===== src/rtl/la_pkg.sv =====
// Shared types and helpers for the channel readout arbiter.
package la_pkg;

  localparam int unsigned N_CH_DEF   = 4;
  localparam int unsigned DW_DEF     = 32;
  localparam int unsigned RD_LAT_DEF = 3;

  typedef enum logic [2:0] {
    ST_IDLE    = 3'd0,
    ST_STROBE  = 3'd1,
    ST_WAIT    = 3'd2,
    ST_CAPTURE = 3'd3,
    ST_OUT     = 3'd4
  } state_e;

  function automatic int unsigned clog2(input int unsigned v);
    int unsigned r;
    r = 0;
    while (r < 32 && (64'd1 << r) < 64'(v)) r++;
    return r;
  endfunction

endpackage


===== src/rtl/channel_readout_arbiter_if.sv =====
// Channel-side read handshake and host-side valid/ready stream of the readout arbiter.
interface channel_readout_arbiter_if
  import la_pkg::*;
#(
  parameter int unsigned N_CH = N_CH_DEF,
  parameter int unsigned CH_W = clog2(N_CH),
  parameter int unsigned DW   = DW_DEF
);
  logic [N_CH-1:0]    ch_available;
  logic [N_CH*DW-1:0] ch_data;
  logic [N_CH-1:0]    ch_read;
  logic               o_valid;
  logic [DW-1:0]      o_data;
  logic [CH_W-1:0]    o_ch;
  logic               i_ready;

  modport master (
    input  ch_available, ch_data, i_ready,
    output ch_read, o_valid, o_data, o_ch
  );

  modport slave (
    output ch_available, ch_data, i_ready,
    input  ch_read, o_valid, o_data, o_ch
  );
endinterface


===== src/rtl/rr_arbiter.sv =====
// Combinational round-robin picker: first requesting channel at or above ptr, wrapping at N_CH.
module rr_arbiter #(
  parameter int unsigned N_CH = 4,
  parameter int unsigned CH_W = 2
) (
  input  logic [N_CH-1:0] req_i,
  input  logic [CH_W-1:0] ptr_i,
  output logic [CH_W-1:0] grant_o,
  output logic            any_req_o
);

  int unsigned idx;

  // ptr_i is always < N_CH, so a single subtract implements the wrap
  always_comb begin
    grant_o   = '0;
    any_req_o = 1'b0;
    idx       = 0;
    for (int unsigned i = 0; i < N_CH; i++) begin
      idx = 32'(ptr_i) + i;
      if (idx >= N_CH) idx = idx - N_CH;
      if (!any_req_o && req_i[CH_W'(idx)]) begin
        grant_o   = CH_W'(idx);
        any_req_o = 1'b1;
      end
    end
  end

endmodule


===== src/rtl/channel_readout_arbiter.sv =====
// Round-robin readout of N_CH channel FIFOs onto one valid/ready word stream tagged with channel index.
module channel_readout_arbiter
  import la_pkg::*;
#(
  parameter int unsigned N_CH   = N_CH_DEF,
  parameter int unsigned CH_W   = clog2(N_CH),
  parameter int unsigned DW     = DW_DEF,
  parameter int unsigned RD_LAT = RD_LAT_DEF
) (
  input  logic i_clk,
  input  logic _mrst,
  input  logic i_enable,
  output logic o_busy,
  channel_readout_arbiter_if.master bus
);

  localparam int unsigned CNT_W = (RD_LAT > 2) ? clog2(RD_LAT) : 1;

  state_e            state_q, state_d;
  logic [CH_W-1:0]   grant_q, grant_d;
  logic [CH_W-1:0]   ptr_q, ptr_d;
  logic [CNT_W-1:0]  cnt_q, cnt_d;
  logic [N_CH-1:0]   ch_read_q, ch_read_d;
  logic              o_valid_q, o_valid_d;
  logic [DW-1:0]     o_data_q, o_data_d;
  logic [CH_W-1:0]   o_ch_q, o_ch_d;
  logic              busy_q, busy_d;
  logic [CH_W-1:0]   rr_grant;
  logic              rr_any;
  logic [DW-1:0]     sel_data;
  logic [CH_W-1:0]   grant_inc;

  rr_arbiter #(.N_CH(N_CH), .CH_W(CH_W)) u_rr (
    .req_i     (bus.ch_available),
    .ptr_i     (ptr_q),
    .grant_o   (rr_grant),
    .any_req_o (rr_any)
  );

  // Word of the granted channel
  always_comb begin
    sel_data = '0;
    for (int unsigned k = 0; k < N_CH; k++) begin
      if (grant_q == CH_W'(k)) sel_data = bus.ch_data[k*DW +: DW];
    end
  end

  assign grant_inc = (grant_q == CH_W'(N_CH - 1)) ? '0 : grant_q + CH_W'(1);

  always_comb begin
    state_d   = state_q;
    grant_d   = grant_q;
    ptr_d     = ptr_q;
    cnt_d     = cnt_q;
    ch_read_d = '0;
    o_valid_d = o_valid_q;
    o_data_d  = o_data_q;
    o_ch_d    = o_ch_q;

    case (state_q)
      ST_IDLE: begin
        if (i_enable && rr_any) begin
          grant_d             = rr_grant;
          ch_read_d[rr_grant] = 1'b1;
          state_d             = ST_STROBE;
        end
      end
      ST_STROBE: begin
        cnt_d   = CNT_W'(RD_LAT - 1);
        state_d = ST_WAIT;
      end
      ST_WAIT: begin
        if (cnt_q == '0) state_d = ST_CAPTURE;
        else             cnt_d   = cnt_q - CNT_W'(1);
      end
      ST_CAPTURE: begin
        o_data_d  = sel_data;
        o_ch_d    = grant_q;
        o_valid_d = 1'b1;
        state_d   = ST_OUT;
      end
      ST_OUT: begin
        if (bus.i_ready) begin
          o_valid_d = 1'b0;
          ptr_d     = grant_inc;
          state_d   = ST_IDLE;
        end
      end
      default: state_d = ST_IDLE;
    endcase

    busy_d = (state_d != ST_IDLE);
  end

  always_ff @(posedge i_clk or negedge _mrst) begin
    if (!_mrst) begin
      state_q   <= ST_IDLE;
      grant_q   <= '0;
      ptr_q     <= '0;
      cnt_q     <= '0;
      ch_read_q <= '0;
      o_valid_q <= 1'b0;
      o_data_q  <= '0;
      o_ch_q    <= '0;
      busy_q    <= 1'b0;
    end else begin
      state_q   <= state_d;
      grant_q   <= grant_d;
      ptr_q     <= ptr_d;
      cnt_q     <= cnt_d;
      ch_read_q <= ch_read_d;
      o_valid_q <= o_valid_d;
      o_data_q  <= o_data_d;
      o_ch_q    <= o_ch_d;
      busy_q    <= busy_d;
    end
  end

  assign bus.ch_read = ch_read_q;
  assign bus.o_valid = o_valid_q;
  assign bus.o_data  = o_data_q;
  assign bus.o_ch    = o_ch_q;
  assign o_busy      = busy_q;

endmodule


===== src/flat_wrapper.sv =====
// flat-port wrapper written by rule: the top's interface ports become plain ports
module channel_readout_arbiter_flat import la_pkg::*;
#(
  parameter int unsigned N_CH   = N_CH_DEF,
  parameter int unsigned CH_W   = clog2(N_CH),
  parameter int unsigned DW     = DW_DEF,
  parameter int unsigned RD_LAT = RD_LAT_DEF
)
  (i_clk, _mrst, i_enable, o_busy, bus_ch_available, bus_ch_data, bus_i_ready, bus_ch_read, bus_o_valid, bus_o_data, bus_o_ch);
  channel_readout_arbiter_if #(.N_CH(N_CH), .CH_W(CH_W), .DW(DW)) bus_i ();
  input  logic i_clk;
  input  logic _mrst;
  input  logic i_enable;
  output logic o_busy;
  input wire logic [$bits(bus_i.ch_available)-1:0] bus_ch_available;
  input wire logic [$bits(bus_i.ch_data)-1:0] bus_ch_data;
  input wire logic [$bits(bus_i.i_ready)-1:0] bus_i_ready;
  output wire logic [$bits(bus_i.ch_read)-1:0] bus_ch_read;
  output wire logic [$bits(bus_i.o_valid)-1:0] bus_o_valid;
  output wire logic [$bits(bus_i.o_data)-1:0] bus_o_data;
  output wire logic [$bits(bus_i.o_ch)-1:0] bus_o_ch;
  assign bus_i.ch_available = bus_ch_available;
  assign bus_i.ch_data = bus_ch_data;
  assign bus_i.i_ready = bus_i_ready;
  assign bus_ch_read = bus_i.ch_read;
  assign bus_o_valid = bus_i.o_valid;
  assign bus_o_data = bus_i.o_data;
  assign bus_o_ch = bus_i.o_ch;
  channel_readout_arbiter #(.N_CH(N_CH), .CH_W(CH_W), .DW(DW), .RD_LAT(RD_LAT)) u_core (.i_clk(i_clk), ._mrst(_mrst), .i_enable(i_enable), .o_busy(o_busy), .bus(bus_i));
endmodule

===== config.mk =====
export PLATFORM = sky130hd
export DESIGN_NAME = channel_readout_arbiter_flat
export DESIGN_NICKNAME = d
export VERILOG_FILES = /design/src/rtl/la_pkg.sv /design/src/rtl/channel_readout_arbiter_if.sv /design/src/rtl/rr_arbiter.sv /design/src/rtl/channel_readout_arbiter.sv /design/src/flat_wrapper.sv
export SDC_FILE = /design/constraint.sdc
export NUM_CORES = 1
export LEC_CHECK = 0
export CELL_PAD_IN_SITES_DETAIL_PLACEMENT = 0
export CELL_PAD_IN_SITES_GLOBAL_PLACEMENT = 2
export CORE_MARGIN = 3
export CORE_UTILIZATION = 21
export CTS_BUF_LIST = sky130_fd_sc_hd__clkbuf_16
export CTS_CLUSTER_SIZE = 10
export DETAILED_ROUTE_END_ITERATION = 16
export PLACE_DENSITY_LB_ADDON = 0.1
export RECOVER_POWER = 100
export SETUP_SLACK_MARGIN = 0.3
export SYNTH_ARGS = -nofsm -noshare
export SYNTH_HDL_FRONTEND = slang
export SYNTH_HIERARCHICAL = 1
export SYNTH_SLANG_ARGS = --single-unit

===== constraint.sdc =====
create_clock -name i_clk -period 2.9 [get_ports i_clk]
set_input_delay 0.29 -clock i_clk [delete_from_list [all_inputs] [get_ports i_clk]]
set_output_delay 0.29 -clock i_clk [all_outputs]
set_load 0.05 [all_outputs]

---- After elaboration in Yosys (flattened, before gate mapping) ----
Cells that the tools add are included.
word-level totals
  register bits after elaboration ......... 49
  logic and storage cells ................. 92
  input port bits ......................... 136
  output and inout bits ................... 40
operators by class
  equality and inequality tests ........... 9
  add/subtract/negate cells ............... 9
  mux-type cells .......................... 37
  $lt $le $gt $ge ......................... 10
  reductions and logical operators ........ 18
operators by type and width
  kind                 count
  $mux 32              4
  $mux 2               10
  $lt 2x3->1 const B   5
  $pmux 3 s5           1
  $mux 1               10
  $sub 2x1->2 const B  5
  $ge 3x3->1 const B   3
  $mux 3               3
  $bmux 1 s2           4
  $mux 4               2
  $reduce_and 2->1     4
  $add 2x2->3 const B  2
  $eq 3x2->1 const B   2
  $logic_and 1x1->1    5
  $eq 2x2->1 const B   2
  $logic_not 2->1      2
  $ne 2x2->1 const B   2
  $pmux 2 s2           1
  $reduce_bool 2->1    2
  $add 2x1->3 const B  1
  $eq 3x1->1 const B   1
  $eq 3x3->1 const B   1
  $ge 2x3->1 const B   1
  $logic_not 1->1      3
  7 further kinds      7

---- Depth between registers and ports, before layout ----
  depth after elaboration ................. 20
  gate-level depth with buffers ........... 7
  gate-level depth less buffers ........... 5

---- By module ----
The synthesis kept the hierarchy.
by module, submodules not included
  module                   cells each  area each (sq um)  sequential area each (sq um)  instances
  channel_readout_arbiter  294         2717.6             1226.2                        1
  rr_arbiter               15          77.6               0.0                           1

---- Worst setup path after synthesis ----
OpenSTA, ideal clock, no wires.
  path kind ............................... reg-to-reg
  start point ............................. register u_core.grant_q[0]
  end point ............................... register u_core.o_data_q[0] (netlist: u_core/bus.o_data[0])
  setup time .............................. 0.082 ns
  path buffers ............................ 2
  setup slack ............................. 1.423 ns
  required time ........................... 2.818 ns
  arrival ................................. 1.394 ns
  stages on the path, launching flop included .. 7
  period minus slack after synthesis ...... 1.477 ns
  cells stage by stage .................... dfrtp_1 -> ha_1 -> clkbuf_1 -> and4bb_4 -> buf_8 -> o21ai_1 -> o22ai_1
between the ends
  word-level cells in the longest chain between the ends .. 5
  elaborated cells on any way between the ends .. 8
  those cells by class .................... 3 x eq/ne; 4 x mux; 1 x reduce/logical
ends and longest elaborated chain
  element                 RTL line                        text
  start, declared         channel_readout_arbiter.sv:20   logic [CH_W-1:0] grant_q, grant_d;
  start signal, assigned  channel_readout_arbiter.sv:108  grant_q <= grant_d;
  $logic_not 2->1         channel_readout_arbiter.sv:44   if (grant_q == CH_W'(k)) sel_data = bus.ch_data[k*DW +: DW];
  $mux 32 (3 in series)   channel_readout_arbiter.sv:44
  $mux 32 *               channel_readout_arbiter.sv:44
  end signal, assigned    channel_readout_arbiter.sv:113  o_data_q <= o_data_d;
  end, declared           channel_readout_arbiter.sv:25   logic [DW-1:0] o_data_q, o_data_d;
Mark *: on every way between the ends. The rest lies on a longest branch, timed or not.
A chain may end at the register's enable or synchronous reset.

---- Worst setup path after layout ----
  start point ............................. register u_core.grant_q[0]
  end point ............................... register u_core.o_data_q[18] (netlist: u_core/bus.o_data[18])
Same word-level chain as after synthesis.

==> results_tabular.tex <==
\begin{tabular}{lr}
\hline
Metric & Value \\
\hline
\multicolumn{2}{l}{\textbf{Clocking}} \\
Count of cells resized by post-cts repair & 0 \\
Clock buffers created by TritonCTS & 5 \\
Number of levels the H-tree was split into & 2 \\
Postcts setup bufs & 0 \\
Source-to-sink clock delay at the later pin of the worst-skew pair & 0.29 ns \\
Count of hold-fix buffers inserted at cts & 0 \\
Clk Tree Root Cell & sky130\_fd\_sc\_hd\_\_clkbuf\_16 \\
Clock sinks & between 40 and 50 \\
Maximum buffer depth of the clock tree & 2 \\
Clock tree from TritonCTS & yes \\
Clk slew on worst S/H paths & 0.07 ns \\
\multicolumn{2}{l}{\textbf{Finish}} \\
Nets & approximately 610 \\
Layout cell share with drive strength beyond 1 & 4.49\% \\
Area Growth Syn to Fin & 70.9\% \\
Fill cell instance count of the final layout & 1,331 \\
Count of inserted antenna diode cells & 0 \\
\multicolumn{2}{l}{\textbf{Placement}} \\
Detailed-placement wirelength estimate & 8.55 mm \\
Final GP Congestion & 0.760 \\
Number of buffers added on ports & 175 \\
\multicolumn{2}{l}{\textbf{Drt}} \\
Routed Antenna Nets & 0 \\
Drt initial violations & 166 \\
Post-route DRC & 0 \\
Vias after detailed routing & 3,095 \\
Wire length after detailed routing & 12.5 mm \\
Wire length per cell after detailed routing & approximately 20 microns \\
Vias per std cell & 4.84 \\
TritonRoute pass-1 iters & 4 \\
\multicolumn{2}{l}{\textbf{Critical path}} \\
Largest fanout on the critical path & 33 \\
Data required time of the worst path & slightly above 3 ns \\
Sort of element at the end of the critical path & register \\
Setup CP Type & reg -> reg \\
Startpoint Class & register \\
Arrival time of the worst setup path & approximately 2.5 ns \\
\multicolumn{2}{l}{\textbf{STA}} \\
Clock Skew & between 0.002 and 0.0025 ns \\
Maximum operating frequency & 423 MHz \\
Hold Vio Cnt, Final & 0 \\
Endpoints failing setup & 0 \\
Period utilization & 81.6\% \\
Final total negative setup slack & 0 ns \\
Final number of max-transition violations & 38 \\
Rel. slew slack & -46.5\% \\
Final Critical Period & 2.37 ns \\
Pin slew with the least headroom to its limit & 2.20 ns \\
RSZ-0062 raised after global routing & no \\
\multicolumn{2}{l}{\textbf{Floorplan}} \\
Top-level port count & 176 \\
Total die area & 0.0147 sq mm \\
Floorplan core area & 0.0128 sq mm \\
Die outline height & between 100 and 150 microns \\
Die width & 121 microns \\
Starting density of the core & 21.8\% \\
Num rows & 41 \\
\multicolumn{2}{l}{\textbf{Global route}} \\
Global-route wire length before repair & 19.2 mm \\
Initial antenna violation count & 0 \\
Largest net degree at the start of global routing & 38 \\
Total congestion overflow & 0 \\
Via count of the first global-routing pass & between 3,000 and 4,000 \\
Global router's overall resource usage & 16.8\% \\
\multicolumn{2}{l}{\textbf{Pwr}} \\
IR drop worst, VDD & 0.000491 V \\
Total power per unit cell area & 1090 mW/mm\^{}2 \\
Total Power Consumption & 5.19 mW \\
Cell leakage power & 1.86 nW \\
\multicolumn{2}{l}{\textbf{Synth}} \\
Net Count, Synth & 450 \\
Synth warnings & 6 \\
Syn avg cell area & approximately 9.0 sq um \\
Mapped cell area & between 0.002 and 0.003 sq mm \\
Part of the Yosys area used for sequential elements & 43.9\% \\
Number of cells produced by synthesis & slightly above 300 \\
Flip-flop and latch count after synthesis & 49 \\
Count of unique library cells instantiated by Yosys & 41 \\
\multicolumn{2}{l}{\textbf{Outcome}} \\
Status & finished, violations left \\
Violated checks & capacitance limit, slew limit \\
\multicolumn{2}{l}{\textbf{Worst hold path}} \\
Worst min path class & reg -> reg \\
\multicolumn{2}{l}{\textbf{Flow run}} \\
Maximum Capacitance Violations & 1 \\
\hline
\end{tabular}
-- power by group --
| group | leakage [nW] | internal, mW | switching (mW) | total (mW) |
|---|---|---|---|---|
| Sequential | 0.581 | 1.01 | 0.231 | 1.25 |
| Clock | 0.0800 | 0.409 | 0.282 | 0.691 |
| Combinational | 1.20 | 1.12 | 2.14 | 3.25 |
-- through the flow --
step / util, % / hold slack, ns / setup WS [ns] / cells / area (sq um)
finish: 37.3 / 0.490 / 0.534 / 640 / 4780
global placement: 36.1 / 0.495 / 0.800 / 632 / 4630
detailed placement: 36.1 / 0.488 / 0.788 / 632 / 4630
CTS: 37.4 / 0.167 / 0.777 / 640 / 4800
floorplan: - / -0.00559 / 1.42 / 309 / 2800
global route: 37.3 / 0.523 / 0.310 / 640 / 4780
-- kinds of logic after synthesis --
kind of cell | after synthesis | share of synthesized area [%]
buf+inv | 45 | 8.37
mux | 4 | 1.61
compound gates | 147 | 32.9
simple gates | 58 | 10.7
flops | 49 | 43.9
fa+ha+maj | 5 | 2.24
xor+xnor | 1 | 0.313
-- final cells by class --
cell class                 instances  area [sq um]  area share (%)
clock buffer                       5           125            2.62
clock inverter                     3          46.3           0.969
inverter                          14          52.6            1.10
multi-input combinational        215          1330            27.8
sequential                        49          1230            25.7
tap                              172           215            4.50
timing repair buffer             182          1780            37.3
-- metal layers --
layer  wire length [microns]  part of all wire [%]  up-vias  track usage [%]
met2                    6180                    49      105             28.5
met3                     695                   5.6       10             3.36
li1                        -                     -     1485                -
met4                     121                  0.97        0             3.22
met1                    5490                    44     1495             22.3
met5                       0                     0        -                0
-- final timing paths --
| check | start | endpoint | slack (ns) | cells past startpoint |
|---|---|---|---|---|
| max | u_core/grant_q[0] | u_core/bus.o_data[18] | 0.53 | 7 |
| min | u_core/bus.o_ch[0] | u_core/bus.o_ch[0] | 0.49 | 2 |
| max reg2reg | u_core/grant_q[0] | u_core/bus.o_data[18] | 0.53 | 7 |
| min reg2reg | u_core/bus.o_ch[0] | u_core/bus.o_ch[0] | 0.49 | 2 |
| max in group asynchronous | _mrst | u_core/grant_q[0] | 1.01 | 1 |
| min in group asynchronous | _mrst | u_core/bus.o_data[9] | 0.63 | 1 |
-- placed cells by master, fill, tap and decap left out, types with 2 or more instances in the layout --
| cell type | instances |
|---|---|
| sky130_fd_sc_hd__clkdlybuf4s50_1 | 133 |
| sky130_fd_sc_hd__dfrtp_1 | 49 |
| sky130_fd_sc_hd__dlygate4sd3_1 | 41 |
| sky130_fd_sc_hd__a21oi_1 | 40 |
| sky130_fd_sc_hd__nor2_1 | 37 |
| sky130_fd_sc_hd__o22ai_1 | 33 |
| sky130_fd_sc_hd__a221oi_1 | 32 |
| sky130_fd_sc_hd__o21ai_0 | 28 |
| sky130_fd_sc_hd__inv_1 | 13 |
| sky130_fd_sc_hd__o21ai_1 | 8 |
| sky130_fd_sc_hd__clkbuf_16 | 5 |
| sky130_fd_sc_hd__ha_1 | 5 |
| sky130_fd_sc_hd__nand2_1 | 4 |
| sky130_fd_sc_hd__clkbuf_1 | 3 |
| sky130_fd_sc_hd__clkbuf_2 | 3 |
| sky130_fd_sc_hd__nor3_1 | 2 |
| sky130_fd_sc_hd__nor3b_1 | 2 |
| sky130_fd_sc_hd__mux2_1 | 2 |
| sky130_fd_sc_hd__mux2_2 | 2 |
| sky130_fd_sc_hd__nand2b_1 | 2 |
| sky130_fd_sc_hd__buf_4 | 2 |
-- cell usage after synthesis --
library cell / n / area [sq um]
sky130_fd_sc_hd__o22ai_1: 33 / 206
sky130_fd_sc_hd__nor2b_1: 2 / 12.5
sky130_fd_sc_hd__ha_1: 5 / 62.6
sky130_fd_sc_hd__nand3b_1: 1 / 7.51
sky130_fd_sc_hd__dfrtp_1: 49 / 1230
sky130_fd_sc_hd__nand4_1: 1 / 6.26
sky130_fd_sc_hd__and4bb_4: 1 / 16.3
sky130_fd_sc_hd__and3_1: 1 / 6.26
sky130_fd_sc_hd__nor2_1: 36 / 135
sky130_fd_sc_hd__buf_4: 1 / 7.51
sky130_fd_sc_hd__o21ai_0: 6 / 30.0
sky130_fd_sc_hd__a221oi_1: 32 / 280
sky130_fd_sc_hd__buf_6: 2 / 22.5
sky130_fd_sc_hd__buf_2: 5 / 25.0
sky130_fd_sc_hd__mux2_1: 2 / 22.5
sky130_fd_sc_hd__nor2_4: 1 / 11.3
sky130_fd_sc_hd__mux2_2: 2 / 22.5
sky130_fd_sc_hd__clkbuf_4: 1 / 7.51
sky130_fd_sc_hd__nor4_1: 1 / 6.26
sky130_fd_sc_hd__nand2_1: 4 / 15.0
sky130_fd_sc_hd__a21oi_1: 40 / 200
sky130_fd_sc_hd__a221o_1: 1 / 10.0
sky130_fd_sc_hd__o211ai_1: 1 / 7.51
sky130_fd_sc_hd__nand2b_1: 2 / 12.5
sky130_fd_sc_hd__a32o_1: 1 / 10.0
sky130_fd_sc_hd__o221ai_1: 1 / 8.76
sky130_fd_sc_hd__and4_1: 1 / 8.76
sky130_fd_sc_hd__clkbuf_2: 2 / 10.0
sky130_fd_sc_hd__xnor2_1: 1 / 8.76
sky130_fd_sc_hd__nand3b_4: 1 / 20.0
sky130_fd_sc_hd__nor3b_1: 2 / 15.0
sky130_fd_sc_hd__clkbuf_1: 17 / 63.8
sky130_fd_sc_hd__nand3_1: 1 / 5.00
sky130_fd_sc_hd__inv_1: 13 / 48.8
sky130_fd_sc_hd__o21ai_1: 30 / 150
sky130_fd_sc_hd__and3b_2: 1 / 10.0
sky130_fd_sc_hd__buf_8: 3 / 45.0
sky130_fd_sc_hd__nor3_1: 2 / 10.0
sky130_fd_sc_hd__a31o_2: 1 / 8.76
sky130_fd_sc_hd__inv_2: 1 / 3.75
sky130_fd_sc_hd__a2bb2oi_1: 1 / 8.76
-- state kept, by name, indices dropped and copies added, names as in the netlist --
name                count
u_core/bus.ch_read      4
u_core/bus.o_ch         2
u_core/bus.o_data      32
u_core/bus.o_valid      1
u_core/cnt_q            2
u_core/grant_q          2
u_core/o_busy           1
u_core/ptr_q            2
u_core/state_q          3
-- worst max-delay path: stages (launching register included) --
cell                       delay (ns)
sky130_fd_sc_hd__dfrtp_1         0.43
sky130_fd_sc_hd__inv_1           0.11
sky130_fd_sc_hd__ha_1            0.15
sky130_fd_sc_hd__clkbuf_2        0.63
sky130_fd_sc_hd__inv_1           0.25
sky130_fd_sc_hd__buf_4           0.31
sky130_fd_sc_hd__o21ai_0         0.22
sky130_fd_sc_hd__o22ai_1         0.10
Power figures use the tool's default switching activity.
